--- src/rtl/amm_transmitter_pkg.sv ---
// Shared types and helpers for the Avalon-MM transmitter and its compare path.
package amm_transmitter_pkg;

    localparam int ADDR_W      = 32;
    localparam int AMM_ADDR_W  = ADDR_W;
    localparam int AMM_DATA_W  = 64;
    localparam int DATA_B_W    = AMM_DATA_W / 8;
    localparam int ADDR_B_W    = $clog2(DATA_B_W);
    localparam int AMM_BURST_W = 8;
    localparam int WORDS_W     = AMM_BURST_W - 1;
    localparam string ADDR_TYPE = "BYTE";

    typedef enum logic [1:0] {IDLE, WR_BURST, RD_CMD, STOPPED} state_t;
    typedef enum logic {WRITE = 1'b0, READ = 1'b1} op_t;
    typedef enum logic {FIXED = 1'b0, RND_DATA = 1'b1} data_mode_t;

    typedef struct packed {
        op_t                 op;
        logic [ADDR_W-1:0]   start_addr;
        logic [WORDS_W-1:0]  words_count;
        logic [ADDR_B_W-1:0] start_off;
        logic [ADDR_B_W-1:0] end_off;
        data_mode_t          data_mode;
        logic [7:0]          data_ptrn;
    } trans_struct_t;

    typedef struct packed {
        logic [ADDR_W-1:0]   start_addr;
        logic [WORDS_W-1:0]  words_count;
        logic [ADDR_B_W-1:0] start_off;
        logic [ADDR_B_W-1:0] end_off;
        data_mode_t          data_mode;
        logic [7:0]          data_ptrn;
    } cmp_struct_t;

    function automatic cmp_struct_t to_cmp(input trans_struct_t t);
        cmp_struct_t c;
        c.start_addr  = t.start_addr;
        c.words_count = t.words_count;
        c.start_off   = t.start_off;
        c.end_off     = t.end_off;
        c.data_mode   = t.data_mode;
        c.data_ptrn   = t.data_ptrn;
        return c;
    endfunction

    // First beat masks bytes below start_off, last beat masks bytes above end_off.
    function automatic logic [DATA_B_W-1:0] byteenable_ptrn(input logic first,
                                                            input logic [ADDR_B_W-1:0] start_off,
                                                            input logic last,
                                                            input logic [ADDR_B_W-1:0] end_off);
        logic [DATA_B_W-1:0] be;
        be = '1;
        if (first) be &= {DATA_B_W{1'b1}} << start_off;
        if (last)  be &= {DATA_B_W{1'b1}} >> (ADDR_B_W'(DATA_B_W - 1) - end_off);
        return be;
    endfunction

    function automatic logic [AMM_ADDR_W-1:0] amm_address(input logic [ADDR_W-1:0] a);
        if (ADDR_TYPE == "BYTE") return {a[ADDR_W-1:ADDR_B_W], {ADDR_B_W{1'b0}}};
        else                     return a;
    endfunction

    function automatic logic [7:0] lfsr_next(input logic [7:0] p);
        return {p[6:0], p[6] ^ p[1] ^ p[0]};
    endfunction

endpackage

--- src/rtl/amm_transmitter_if.sv ---
// Descriptor handshake, Avalon-MM master bus and compare push for amm_transmitter.
interface amm_transmitter_if;
    import amm_transmitter_pkg::*;

    logic                   trans_valid_i;
    logic                   trans_ready_o;
    trans_struct_t          trans_struct_i;
    logic [AMM_ADDR_W-1:0]  address_o;
    logic                   read_o;
    logic                   write_o;
    logic [AMM_DATA_W-1:0]  writedata_o;
    logic [DATA_B_W-1:0]    byteenable_o;
    logic [AMM_BURST_W-1:0] burstcount_o;
    logic                   waitrequest_i;
    logic                   readdatavalid_i;
    logic                   cmp_en_o;
    cmp_struct_t            cmp_struct_o;

    modport master (
        input  trans_valid_i, trans_struct_i, waitrequest_i, readdatavalid_i,
        output trans_ready_o, address_o, read_o, write_o, writedata_o,
               byteenable_o, burstcount_o, cmp_en_o, cmp_struct_o
    );

    modport slave (
        output trans_valid_i, trans_struct_i, waitrequest_i, readdatavalid_i,
        input  trans_ready_o, address_o, read_o, write_o, writedata_o,
               byteenable_o, burstcount_o, cmp_en_o, cmp_struct_o
    );

endinterface

--- src/rtl/amm_transmitter_data_gen.sv ---
// 8-bit pattern LFSR with load/advance, replicated across the data bus; shared with the compare path.
module amm_transmitter_data_gen
    import amm_transmitter_pkg::*;
(
    input  logic                  clk_i,
    input  logic                  rst_i,
    input  logic                  load_i,
    input  logic                  advance_i,
    input  logic [7:0]            seed_i,
    output logic [AMM_DATA_W-1:0] data_o
);

    logic [7:0] lfsr_q, lfsr_d;

    always_comb begin
        lfsr_d = lfsr_q;
        if (load_i)         lfsr_d = seed_i;
        else if (advance_i) lfsr_d = lfsr_next(lfsr_q);
    end

    always_ff @(posedge clk_i) begin
        if (rst_i) lfsr_q <= '0;
        else       lfsr_q <= lfsr_d;
    end

    assign data_o = {DATA_B_W{lfsr_q}};

endmodule

--- src/rtl/amm_transmitter.sv ---
// Avalon-MM burst master: write bursts with generated data, throttled reads pushed to compare.
// Optional statistics counters are enabled by defining AMM_TRANSMITTER_STAT_EN.
module amm_transmitter
    import amm_transmitter_pkg::*;
#(
    parameter int MAX_PEND_WORDS = 16,
    parameter int PEND_W         = 6
) (
    input  logic              clk_i,
    input  logic              rst_i,
    input  logic              start_test_i,
    input  logic              stop_i,
    amm_transmitter_if.master bus,
    output logic              busy_o
`ifdef AMM_TRANSMITTER_STAT_EN
    ,
    output logic [31:0]       wr_cnt_o,
    output logic [31:0]       rd_cnt_o
`endif
);

    state_t                 state_q;
    cmp_struct_t            desc_q, cmp_q;
    logic [WORDS_W-1:0]     beat_q;
    logic [PEND_W-1:0]      pend_q, pend_d;
    logic                   stop_q, stop_d;
    logic                   ready_q, write_q, read_q, cmp_en_q, busy_q;
    logic [DATA_B_W-1:0]    be_q;
    logic [AMM_ADDR_W-1:0]  addr_q;
    logic [AMM_BURST_W-1:0] burst_q, burst_nxt;
    logic [AMM_DATA_W-1:0]  wdata;
    logic                   hs, wr_beat, wr_last, rd_acc, ctl_idle, idle_next;

    function automatic logic fits(input logic [PEND_W-1:0] p, input logic [AMM_BURST_W-1:0] b);
        return (32'(p) + 32'(b)) <= 32'(MAX_PEND_WORDS);
    endfunction

    assign hs        = bus.trans_valid_i && ready_q;
    assign burst_nxt = AMM_BURST_W'(bus.trans_struct_i.words_count) + AMM_BURST_W'(1);
    assign wr_beat   = (state_q == WR_BURST) && !bus.waitrequest_i;
    assign wr_last   = (beat_q == '0);
    assign rd_acc    = (state_q == RD_CMD) && read_q && !bus.waitrequest_i;
    assign ctl_idle  = (state_q == IDLE) || (state_q == STOPPED);

    // start_test only acts between transactions; a readdatavalid at zero is dropped.
    always_comb begin
        stop_d = stop_q;
        if (start_test_i && ctl_idle) stop_d = 1'b0;
        if (stop_i)                   stop_d = 1'b1;

        pend_d = pend_q;
        if (start_test_i && ctl_idle) begin
            pend_d = '0;
        end else begin
            if (rd_acc)                                 pend_d = pend_d + PEND_W'(burst_q);
            if (bus.readdatavalid_i && pend_q != '0)    pend_d = pend_d - PEND_W'(1);
        end

        idle_next = 1'b0;
        case (state_q)
            IDLE:     idle_next = !hs;
            WR_BURST: idle_next = wr_beat && wr_last && !stop_d;
            RD_CMD:   idle_next = rd_acc && !stop_d;
            STOPPED:  idle_next = start_test_i;
            default:  idle_next = 1'b0;
        endcase
    end

    always_ff @(posedge clk_i) begin
        if (rst_i) begin
            state_q  <= IDLE;
            desc_q   <= '0;
            cmp_q    <= '0;
            beat_q   <= '0;
            pend_q   <= '0;
            stop_q   <= 1'b0;
            ready_q  <= 1'b0;
            write_q  <= 1'b0;
            read_q   <= 1'b0;
            cmp_en_q <= 1'b0;
            busy_q   <= 1'b0;
            be_q     <= '0;
            addr_q   <= '0;
            burst_q  <= '0;
        end else begin
            stop_q   <= stop_d;
            pend_q   <= pend_d;
            cmp_en_q <= 1'b0;
            ready_q  <= idle_next && !stop_d;
            busy_q   <= !idle_next || (pend_d != '0);
            case (state_q)
                IDLE: begin
                    if (hs) begin
                        desc_q  <= to_cmp(bus.trans_struct_i);
                        addr_q  <= amm_address(bus.trans_struct_i.start_addr);
                        burst_q <= burst_nxt;
                        beat_q  <= bus.trans_struct_i.words_count;
                        if (bus.trans_struct_i.op == WRITE) begin
                            state_q <= WR_BURST;
                            write_q <= 1'b1;
                            be_q    <= byteenable_ptrn(1'b1, bus.trans_struct_i.start_off,
                                                       bus.trans_struct_i.words_count == '0,
                                                       bus.trans_struct_i.end_off);
                        end else begin
                            state_q <= RD_CMD;
                            read_q  <= fits(pend_d, burst_nxt);
                        end
                    end
                end
                WR_BURST: begin
                    if (wr_beat) begin
                        if (wr_last) begin
                            write_q <= 1'b0;
                            be_q    <= '0;
                            state_q <= stop_d ? STOPPED : IDLE;
                        end else begin
                            beat_q <= beat_q - WORDS_W'(1);
                            be_q   <= byteenable_ptrn(1'b0, desc_q.start_off,
                                                      beat_q == WORDS_W'(1), desc_q.end_off);
                        end
                    end
                end
                RD_CMD: begin
                    if (rd_acc) begin
                        read_q   <= 1'b0;
                        cmp_en_q <= 1'b1;
                        cmp_q    <= desc_q;
                        state_q  <= stop_d ? STOPPED : IDLE;
                    end else begin
                        read_q <= fits(pend_d, burst_q);
                    end
                end
                STOPPED: begin
                    if (start_test_i) state_q <= IDLE;
                end
                default: state_q <= IDLE;
            endcase
        end
    end

    amm_transmitter_data_gen u_data_gen (
        .clk_i     (clk_i),
        .rst_i     (rst_i),
        .load_i    (hs),
        .advance_i (wr_beat && desc_q.data_mode == RND_DATA),
        .seed_i    (bus.trans_struct_i.data_ptrn),
        .data_o    (wdata)
    );

    assign bus.trans_ready_o = ready_q;
    assign bus.address_o     = addr_q;
    assign bus.read_o        = read_q;
    assign bus.write_o       = write_q;
    assign bus.writedata_o   = wdata;
    assign bus.byteenable_o  = be_q;
    assign bus.burstcount_o  = burst_q;
    assign bus.cmp_en_o      = cmp_en_q;
    assign bus.cmp_struct_o  = cmp_q;
    assign busy_o            = busy_q;

`ifdef AMM_TRANSMITTER_STAT_EN
    logic [31:0] wr_cnt_q, rd_cnt_q;

    always_ff @(posedge clk_i) begin
        if (rst_i || start_test_i) begin
            wr_cnt_q <= '0;
            rd_cnt_q <= '0;
        end else begin
            if (hs && bus.trans_struct_i.op == WRITE && wr_cnt_q != '1) wr_cnt_q <= wr_cnt_q + 32'd1;
            if (rd_acc && rd_cnt_q != '1)                               rd_cnt_q <= rd_cnt_q + 32'd1;
        end
    end

    assign wr_cnt_o = wr_cnt_q;
    assign rd_cnt_o = rd_cnt_q;
`endif

endmodule

--- src/flat_wrapper.sv ---
// flat-port wrapper written by rule: the top's interface ports become plain ports
module amm_transmitter_flat import amm_transmitter_pkg::*;
#(
    parameter int MAX_PEND_WORDS = 16,
    parameter int PEND_W         = 6
)
  (clk_i, rst_i, start_test_i, stop_i, busy_o, bus_trans_valid_i, bus_trans_struct_i, bus_waitrequest_i, bus_readdatavalid_i, bus_trans_ready_o, bus_address_o, bus_read_o, bus_write_o, bus_writedata_o, bus_byteenable_o, bus_burstcount_o, bus_cmp_en_o, bus_cmp_struct_o);
  amm_transmitter_if bus_i ();
  input  logic clk_i;
  input  logic rst_i;
  input  logic start_test_i;
  input  logic stop_i;
  output logic busy_o;
  input wire logic [$bits(bus_i.trans_valid_i)-1:0] bus_trans_valid_i;
  input wire logic [$bits(bus_i.trans_struct_i)-1:0] bus_trans_struct_i;
  input wire logic [$bits(bus_i.waitrequest_i)-1:0] bus_waitrequest_i;
  input wire logic [$bits(bus_i.readdatavalid_i)-1:0] bus_readdatavalid_i;
  output wire logic [$bits(bus_i.trans_ready_o)-1:0] bus_trans_ready_o;
  output wire logic [$bits(bus_i.address_o)-1:0] bus_address_o;
  output wire logic [$bits(bus_i.read_o)-1:0] bus_read_o;
  output wire logic [$bits(bus_i.write_o)-1:0] bus_write_o;
  output wire logic [$bits(bus_i.writedata_o)-1:0] bus_writedata_o;
  output wire logic [$bits(bus_i.byteenable_o)-1:0] bus_byteenable_o;
  output wire logic [$bits(bus_i.burstcount_o)-1:0] bus_burstcount_o;
  output wire logic [$bits(bus_i.cmp_en_o)-1:0] bus_cmp_en_o;
  output wire logic [$bits(bus_i.cmp_struct_o)-1:0] bus_cmp_struct_o;
  assign bus_i.trans_valid_i = bus_trans_valid_i;
  assign bus_i.trans_struct_i = bus_trans_struct_i;
  assign bus_i.waitrequest_i = bus_waitrequest_i;
  assign bus_i.readdatavalid_i = bus_readdatavalid_i;
  assign bus_trans_ready_o = bus_i.trans_ready_o;
  assign bus_address_o = bus_i.address_o;
  assign bus_read_o = bus_i.read_o;
  assign bus_write_o = bus_i.write_o;
  assign bus_writedata_o = bus_i.writedata_o;
  assign bus_byteenable_o = bus_i.byteenable_o;
  assign bus_burstcount_o = bus_i.burstcount_o;
  assign bus_cmp_en_o = bus_i.cmp_en_o;
  assign bus_cmp_struct_o = bus_i.cmp_struct_o;
  amm_transmitter #(.MAX_PEND_WORDS(MAX_PEND_WORDS), .PEND_W(PEND_W)) u_core (.clk_i(clk_i), .rst_i(rst_i), .start_test_i(start_test_i), .stop_i(stop_i), .bus(bus_i), .busy_o(busy_o));
endmodule
--- config.mk ---
export PLATFORM = sky130hd
export DESIGN_NAME = amm_transmitter_flat
export DESIGN_NICKNAME = d
export VERILOG_FILES = /design/src/rtl/amm_transmitter_pkg.sv /design/src/rtl/amm_transmitter_if.sv /design/src/rtl/amm_transmitter_data_gen.sv /design/src/rtl/amm_transmitter.sv /design/src/flat_wrapper.sv
export SDC_FILE = /design/constraint.sdc
export NUM_CORES = 1
export LEC_CHECK = 0
export CORE_MARGIN = 8
export CORE_UTILIZATION = 50
export DETAILED_ROUTE_END_ITERATION = 6
export GPL_TIMING_DRIVEN = 0
export PLACE_DENSITY = 0.85
export SLEW_MARGIN = 5
export SYNTH_ARGS = -nofsm -noshare
export SYNTH_HDL_FRONTEND = slang
export SYNTH_SLANG_ARGS = --single-unit
--- constraint.sdc ---
create_clock -name clk_i -period 7.8 [get_ports clk_i]
set_clock_uncertainty 0.1 [all_clocks]
set_input_delay 1.95 -clock clk_i [delete_from_list [all_inputs] [get_ports clk_i]]
set_output_delay 1.95 -clock clk_i [all_outputs]
set_load 0.005 [all_outputs]
==> results of run 1 <==
report_power, final:
group          leakage (nW)  total [mW]  switching [mW]  internal, mW
sequential             1.24       0.935          0.0730         0.862
combinational          2.53        1.08           0.577         0.505
clock                 0.280       0.816           0.327         0.489
total                  4.04        2.83           0.977          1.86
worst max-delay path by stage:
stage                 startpoint                             end  slack [ns]  cells after the start
5_1_grt        bus_waitrequest_i  u_core.bus.read_o$_SDFFE_PP0P_        2.02                     15
4_1_cts        bus_waitrequest_i  u_core.bus.read_o$_SDFFE_PP0P_        2.25                     15
6_report       bus_waitrequest_i  u_core.bus.read_o$_SDFFE_PP0P_        2.15                     15
2_1_floorplan  bus_waitrequest_i  u_core.bus.read_o$_SDFFE_PP0P_        2.94                     13
3_5_place_dp   bus_waitrequest_i  u_core.bus.read_o$_SDFFE_PP0P_        1.87                     15
3_3_place_gp   bus_waitrequest_i  u_core.bus.read_o$_SDFFE_PP0P_        1.91                     15
state kept, by name (all words and copies together), names as in the netlist:
signal and cells:
u_core.bus.write_o 1, u_core.bus.burstcount_o 8, u_core.u_data_gen.lfsr_q 8, u_core.bus.read_o 1
u_core.beat_q 7, u_core.busy_o 1, u_core.bus.cmp_en_o 1, u_core.stop_q 1
u_core.bus.cmp_struct_o 54, u_core.bus.byteenable_o 8, u_core.desc_q 54, u_core.state_q 2
u_core.bus.trans_ready_o 1, u_core.pend_q 6
routing by layer:
metal  global-route usage  wire length [um]  vias up  share of wire
met3               0.0651              1950       55          0.080
met5                    0                 0        -              0
li1                     -                 -     3611              -
met2                0.408             12000      339           0.50
met4               0.0910               636        0          0.026
met1                0.291              9690     3483           0.40
placed cells by master (no fill, tap or decap), drive strengths merged, types with 3 or more instances in the layout:
| cell type | count |
|---|---|
| a211oi | 15 |
| a21o | 7 |
| a21oi | 134 |
| a22oi | 3 |
| a311oi | 5 |
| a31oi | 4 |
| buf | 92 |
| clkbuf | 72 |
| clkdlybuf4s50 | 226 |
| clkinv | 7 |
| conb | 3 |
| dfxtp | 153 |
| fa | 3 |
| ha | 26 |
| inv | 20 |
| mux2i | 9 |
| nand2 | 241 |
| nand2b | 7 |
| nand3 | 14 |
| nand3b | 4 |
| nand4 | 4 |
| nor2 | 58 |
| nor2b | 4 |
| nor3 | 17 |
| nor4 | 3 |
| o211ai | 3 |
| o21ai | 21 |
| o22ai | 3 |
| o31ai | 3 |
| o41ai | 4 |
| or3 | 4 |
| or4 | 3 |
| xnor2 | 8 |
| xor2 | 5 |
kinds of logic after synthesis:
logic type      after synthesis  share of synthesized area
mux                          11                     0.0172
simple gates                369                      0.211
other cells                   1                   0.000501
fa+ha+maj                    29                     0.0515
flops                       153                      0.409
xor+xnor                     13                     0.0152
buf+inv                     163                      0.131
compound gates              213                      0.164
layout make-up:
| class | instances | area (um^2) |
|---|---|---|
| multi-input combinational | 638 | 3450 |
| inverter | 21 | 78.8 |
| sequential | 153 | 3060 |
| fill | 1115 | 4020 |
| tap | 184 | 230 |
| buffer | 142 | 898 |
| timing repair buffer | 226 | 2260 |
| clock inverter | 10 | 120 |
| clock buffer | 22 | 464 |
worst register-to-register path, stage by stage, from the launching register on:
cell and delay, ns:
sky130_fd_sc_hd__dfxtp_1 0.37, sky130_fd_sc_hd__inv_1 0.09, sky130_fd_sc_hd__ha_1 0.30, sky130_fd_sc_hd__nand3b_1 0.35
sky130_fd_sc_hd__mux2_2 0.44, sky130_fd_sc_hd__ha_1 0.31, sky130_fd_sc_hd__nand2_1 0.08, sky130_fd_sc_hd__nand3_1 0.16
sky130_fd_sc_hd__inv_1 0.18, sky130_fd_sc_hd__ha_1 0.25, sky130_fd_sc_hd__a21o_1 0.18, sky130_fd_sc_hd__a21oi_1 0.21
sky130_fd_sc_hd__xnor2_1 0.09, sky130_fd_sc_hd__nor4b_1 0.39, sky130_fd_sc_hd__a21oi_1 0.07, sky130_fd_sc_hd__o41ai_1 0.35
sky130_fd_sc_hd__o31a_1 0.18
through the flow:
stage | area, um^2 | instances | total power [mW] | utilization
after CTS | 10600 | 1396 | 2.83 | 0.724
after floorplan | 7490 | 954 | 1.65 | -
after detailed placement | 9980 | 1364 | 2.01 | 0.684
final | 10600 | 1396 | 2.83 | 0.724
after global placement | 9980 | 1364 | 1.98 | 0.684
after global routing | 10600 | 1396 | 2.99 | 0.724
==> summary.txt, run 1 <==
Timing
  • Slew of the pin with the lowest slew margin: 0.836 ns
  • Aggregate negative setup slack: 0 ns
  • Final worst-path cycle share: 0.724
  • Max Freq: between 0.15 and 0.2 GHz
  • Unrepaired setup endpoints after global routing: no
  • Total count of max-transition violations in the final report: 0
  • Final setup slack of the worst path: 2.15 ns
  • Total of endpoints with negative setup slack in the final report: 0
  • Final hold violation count: 0
  • Worst slew slack as a fraction of its limit: 0.443
  • Post-Route Hold Slack: 0.353 ns
  • Time the worst path needs with I/O delays and setup: between 5 and 6 ns

Clock network
  • TritonCTS Buffers: 17
  • H-tree levels: 4
  • Clock Path Buffers: 2
  • Hold-fix buffers at CTS: 0
  • Number of setup buffers added after CTS: 0
  • Clock tree from TritonCTS: done
  • Clock tree sinks: between 150 and 200
  • Resized cells post-CTS: 0
  • Source-to-sink clock delay at the later pin of the worst-skew pair: roughly 0.42 ns
  • Cell at the root of the clock tree: sky130_fd_sc_hd__clkbuf_16
  • Clock-pin slew of the registers on the worst-case setup and hold paths: approximately 0.06 ns

Critical path
  • Type of the setup path with the least slack: in -> reg
  • FF-to-FF path depth: 16
  • Element type at the critical path start: input port
  • Endpoint of the most critical register-to-register path: u_core.bus.read_o$_SDFFE_PP0P_
  • Type of destination of the critical path: register
  • Worst-path cell chain: clkdlybuf4s50_1 > nand3b_1 > mux2_2 > ha_1 > nand2_1 > nand3_1 > inv_1 > ha_1 > a21o_1 > a21oi_1 > xnor2_1 > nor4b_1 > a21oi_1 > o41ai_1 > o31a_1
  • Source of the worst register-to-register timing path: u_core.state_q[0]$_SDFFE_PP0P_
  • CP bufs+invs: 2
  • Required time at the endpoint of the critical path: approximately 8.1 ns
  • Gate family responsible for the most delay along the worst path: simple AND/OR/NAND/NOR gates
  • Endpoint arrival time on the critical path: between 5 and 6 ns
  • Reg-to-reg setup timing slack: 3.63 ns
  • Max Fanout on Critical Path: 8
  • Max incr delay on CP: between 0.6 and 0.7 ns
  • Worst-path cell with the longest stage delay: sky130_fd_sc_hd__clkdlybuf4s50_1

Place
  • Final HPWL from detailed placement: 18.2 mm
  • Routability Congestion: between 0.9 and 1
  • Place WS: around 1.9 ns
  • Port Buffer Count: between 200 and 250

Hold path
  • Min-delay worst type: reg -> reg
  • Hold Path Stages: 2
  • Worst Hold Endpoint: u_core.bus.cmp_struct_o[49]$_SDFFE_PP0P_
  • Worst Min Path Start: u_core.bus.cmp_struct_o[49]$_SDFFE_PP0P_

Logic synthesis
  • Cells after synthesis: around 950
  • Proportion of synthesized flip-flops having asynchronous set or reset: 0
  • Most frequent cell after synthesis: sky130_fd_sc_hd__nand2_1
  • Number of enable-type register cells in the synthesized netlist: 0
  • Library cell with the largest summed area after synthesis: sky130_fd_sc_hd__dfxtp_1
  • Yosys top cell area share: 0.409
  • Primary flip-flop cell chosen by synthesis mapping: sky130_fd_sc_hd__dfxtp_1
  • Number of warning messages in the yosys log: 0
  • Share of synthesized area occupied by flip-flops and latches: 0.409
  • Number of storage elements in the synthesis netlist: approximately 150
  • Largest cells by area after synthesis: sky130_fd_sc_hd__dfxtp_1 (41%), sky130_fd_sc_hd__nand2_1 (12%), sky130_fd_sc_hd__a21oi_1 (9.0%)
  • Syn avg cell area: roughly 7.9 um^2
  • Commonest cells post-synth: sky130_fd_sc_hd__nand2_1 (241), sky130_fd_sc_hd__dfxtp_1 (153), sky130_fd_sc_hd__a21oi_1 (134)
  • Combined area of all synthesized cells: 0.00748 mm^2
  • Synth unique cells: 63

Global route
  • Maximum number of pins on one net before global-route repair: 17
  • Tot GR Track Use: 0.243
  • Aggregate global routing overflow: 0
  • Via count of the first global-routing pass: 7003
  • Global-route wire length before repair: ~38 mm
  • Number of antenna violations at the first check in global routing: 0

Floorplanning
  • # rows: 44
  • Floorplan die height: roughly 140 um
  • Width of the die: about 140 um
  • Initial standard-cell utilization of the core: 0.513
  • Die area: approximately 0.019 mm^2
  • Core Area: approximately 0.015 mm^2
  • I/O pins: 233

Route
  • Remaining antenna violation count after routing: 0
  • Initial DRC count: roughly 570
  • Detailed-route via count: roughly 7500
  • Total DRC errors in the routed layout: 0
  • Detailed-route wire length per cell: ~17 um
  • Detailed-routing iteration count for the pre-antenna-repair pass: 5
  • Aggregate routed wire length: between 20 and 25 mm
  • Average vias per placed instance: 5.36

Final layout
  • Layout area overhead: 41.2%
  • Final layout net count: around 1300
  • Fraction of final layout cells with drive strength greater than 1: 0.111
  • Ant diodes: 0

Power
  • Leakage power: 4.04 nW
  • VDD IR-drop max: about 0.19 mV
  • Power density over cell area: around 270 mW/mm^2

Outcome
  • Outcome: finished, final reports clean

Job
  • Maxcap violations: 0
Note: power is estimated with default switching activity, not from simulation.
==> inputs of run 2 (changes only) <==
CORE_UTILIZATION = 47   (was 50)
PLACE_DENSITY = 0.81   (was 0.85)
clock period = 5.9 ns   (was 7.8 ns; I/O delays follow)
==> summary.txt, run 2 (synthesis gave the netlist of run 1 again) <==
Critical path
  • Source of the worst register-to-register timing path: u_core.state_q[0]$_SDFFE_PP0P_
  • Max Fanout on Critical Path: 8
  • Type of the setup path with the least slack: in -> reg
  • Element type at the critical path start: input port
  • Required time at the endpoint of the critical path: approximately 6 ns
  • FF-to-FF path depth: 16
  • Endpoint of the most critical register-to-register path: u_core.bus.read_o$_SDFFE_PP0P_
  • Type of destination of the critical path: register
  • Max incr delay on CP: 0.62 ns
  • Worst-path cell chain: clkdlybuf4s50_1 > nand3b_1 > mux2_2 > ha_1 > nand2_1 > nand3_1 > inv_1 > ha_1 > a21o_1 > a21oi_1 > xnor2_1 > nor4b_1 > a21oi_1 > o41ai_1 > o31a_1
  • Reg-to-reg setup timing slack: between 1.5 and 2 ns
  • CP bufs+invs: 2
  • Gate family responsible for the most delay along the worst path: simple AND/OR/NAND/NOR gates
  • Endpoint arrival time on the critical path: 5.41 ns
  • Worst-path cell with the longest stage delay: sky130_fd_sc_hd__clkdlybuf4s50_1

Timing
  • Aggregate negative setup slack: 0 ns
  • Max Freq: around 0.19 GHz
  • Total count of max-transition violations in the final report: 0
  • Time the worst path needs with I/O delays and setup: between 5 and 6 ns
  • Final worst-path cycle share: 0.871
  • Post-Route Hold Slack: 0.354 ns
  • Unrepaired setup endpoints after global routing: no
  • Worst slew slack as a fraction of its limit: 0.471
  • Total of endpoints with negative setup slack in the final report: 0
  • Final hold violation count: 0
  • Slew of the pin with the lowest slew margin: around 0.8 ns

Global route
  • Via count of the first global-routing pass: 6863
  • Number of antenna violations at the first check in global routing: 0
  • Tot GR Track Use: 0.234
  • Global-route wire length before repair: between 30 and 40 mm
  • Maximum number of pins on one net before global-route repair: 17
  • Aggregate global routing overflow: 0

Clock network
  • Clock-pin slew of the registers on the worst-case setup and hold paths: 0.06 ns
  • TritonCTS Buffers: 17
  • Cell at the root of the clock tree: sky130_fd_sc_hd__clkbuf_16
  • Clock tree from TritonCTS: done
  • Resized cells post-CTS: 0
  • Hold-fix buffers at CTS: 0
  • Number of setup buffers added after CTS: 0
  • H-tree levels: 4
  • Source-to-sink clock delay at the later pin of the worst-skew pair: between 0.4 and 0.5 ns
  • Clock Path Buffers: 2
  • Clock tree sinks: between 150 and 200

Final layout
  • Ant diodes: 0
  • Layout filler cell count: 1335
  • Layout area overhead: 41.8%
  • Leading cell types in the layout, fill and taps excluded: sky130_fd_sc_hd__nand2_1 (241), sky130_fd_sc_hd__clkdlybuf4s50_1 (226), sky130_fd_sc_hd__dfxtp_1 (153)
  • Post-layout instance area: roughly 0.011 mm^2
  • Fraction of final layout cells with drive strength greater than 1: 0.109
  • Final layout net count: 1290
  • Most common cell after layout, fill and taps aside: sky130_fd_sc_hd__nand2_1
  • Final std cells w/o fill: between 1000 and 1500

Place
  • Routability Congestion: 0.912
  • Total instance count after detailed placement: between 1000 and 1500
  • Final HPWL from detailed placement: ~18 mm
  • Post-Place Cell Area: 0.0100 mm^2
  • Port Buffer Count: around 230

Power
  • Power density over cell area: between 300 and 400 mW/mm^2
  • VDD IR-drop max: 0.267 mV
  • Total chip power: 3.76 mW
  • Leakage power: roughly 4 nW

Hold path
  • Min-delay worst type: reg -> reg
  • Worst Min Path Start: u_core.desc_q[18]$_SDFFE_PP0P_
  • Worst Hold Endpoint: u_core.bus.cmp_struct_o[18]$_SDFFE_PP0P_
  • Hold Path Stages: 2

Floorplanning
  • Core Area: approximately 0.016 mm^2
  • Width of the die: around 140 um
  • Floorplan die height: around 140 um
  • Initial standard-cell utilization of the core: 0.476
  • Die area: about 0.020 mm^2
  • # rows: 46
  • I/O pins: about 230

Route
  • Detailed-route via count: roughly 7400
  • Aggregate routed wire length: approximately 24 mm
  • Remaining antenna violation count after routing: 0
  • Total DRC errors in the routed layout: 0
  • Detailed-routing iteration count for the pre-antenna-repair pass: 5
  • Initial DRC count: 446
  • Detailed-route wire length per cell: between 15 and 20 um
  • Average vias per placed instance: approximately 5.2

Outcome
  • Outcome: finished, final reports clean

Job
  • Maxcap violations: 0
## run 2: worst reg2reg max path: stages, from the launching register on
cell,delay (ns)
sky130_fd_sc_hd__dfxtp_1,0.36
sky130_fd_sc_hd__inv_1,0.10
sky130_fd_sc_hd__ha_1,0.29
sky130_fd_sc_hd__nand3b_1,0.33
sky130_fd_sc_hd__mux2_2,0.44
sky130_fd_sc_hd__ha_1,0.30
sky130_fd_sc_hd__nand2_1,0.08
sky130_fd_sc_hd__nand3_1,0.15
sky130_fd_sc_hd__inv_1,0.16
sky130_fd_sc_hd__ha_1,0.25
sky130_fd_sc_hd__a21o_1,0.19
sky130_fd_sc_hd__a21oi_1,0.22
sky130_fd_sc_hd__xnor2_1,0.10
sky130_fd_sc_hd__nor4b_1,0.46
sky130_fd_sc_hd__a21oi_1,0.07
sky130_fd_sc_hd__o41ai_1,0.35
sky130_fd_sc_hd__o31a_1,0.18
## run 2: power breakdown
part | total [mW] | switching (mW) | internal [mW] | leakage, nW
logic | 1.42 | 0.753 | 0.668 | 2.53
registers | 1.23 | 0.0926 | 1.14 | 1.24
clock network | 1.10 | 0.422 | 0.683 | 0.279
total | 3.76 | 1.27 | 2.49 | 4.04
## run 2: how the worst max path moves through the flow
stage	from	end	slack, ns	depth (start not counted)
detailed placement	bus_waitrequest_i	u_core.bus.read_o$_SDFFE_PP0P_	0.41	15
global route	bus_waitrequest_i	u_core.bus.read_o$_SDFFE_PP0P_	0.46	15
finish	bus_waitrequest_i	u_core.bus.read_o$_SDFFE_PP0P_	0.76	15
floorplan	bus_waitrequest_i	u_core.bus.read_o$_SDFFE_PP0P_	1.51	13
CTS	bus_waitrequest_i	u_core.bus.read_o$_SDFFE_PP0P_	0.79	15
global placement	bus_waitrequest_i	u_core.bus.read_o$_SDFFE_PP0P_	0.44	15
## run 2: area by class of cell
type	count	area (um^2)	share of cell area
plain buffers	142	898	0.0847
clock buffers	23	468	0.0441
clock inverters	7	119	0.0112
inverters	21	78.8	0.00743
multi-input cells	638	3450	0.325
flip-flops and latches	153	3060	0.289
well taps	216	270	0.0255
repair buffers	226	2260	0.213
## run 2: through the flow
step | util | worst slack (ns)
CTS | 0.675 | 0.792
detailed placement | 0.638 | 0.407
global placement | 0.638 | 0.443
global route | 0.675 | 0.455
floorplan | - | 1.51
finish | 0.675 | 0.762
## run 2: layer usage
layer | wire, um | track usage | part of all wire | vias to the layer above
met5 | 0 | 0 | 0 | -
met4 | 668 | 0.0927 | 0.028 | 0
met2 | 11800 | 0.406 | 0.49 | 306
met1 | 9660 | 0.278 | 0.40 | 3446
met3 | 1850 | 0.0473 | 0.077 | 44
li1 | - | - | - | 3600
==> inputs of run 3 (changes only) <==
ABC_AREA = 0   (was unset)
==> results of run 3 <==
Final layout, timing and power as in run 2 (identical DEF).
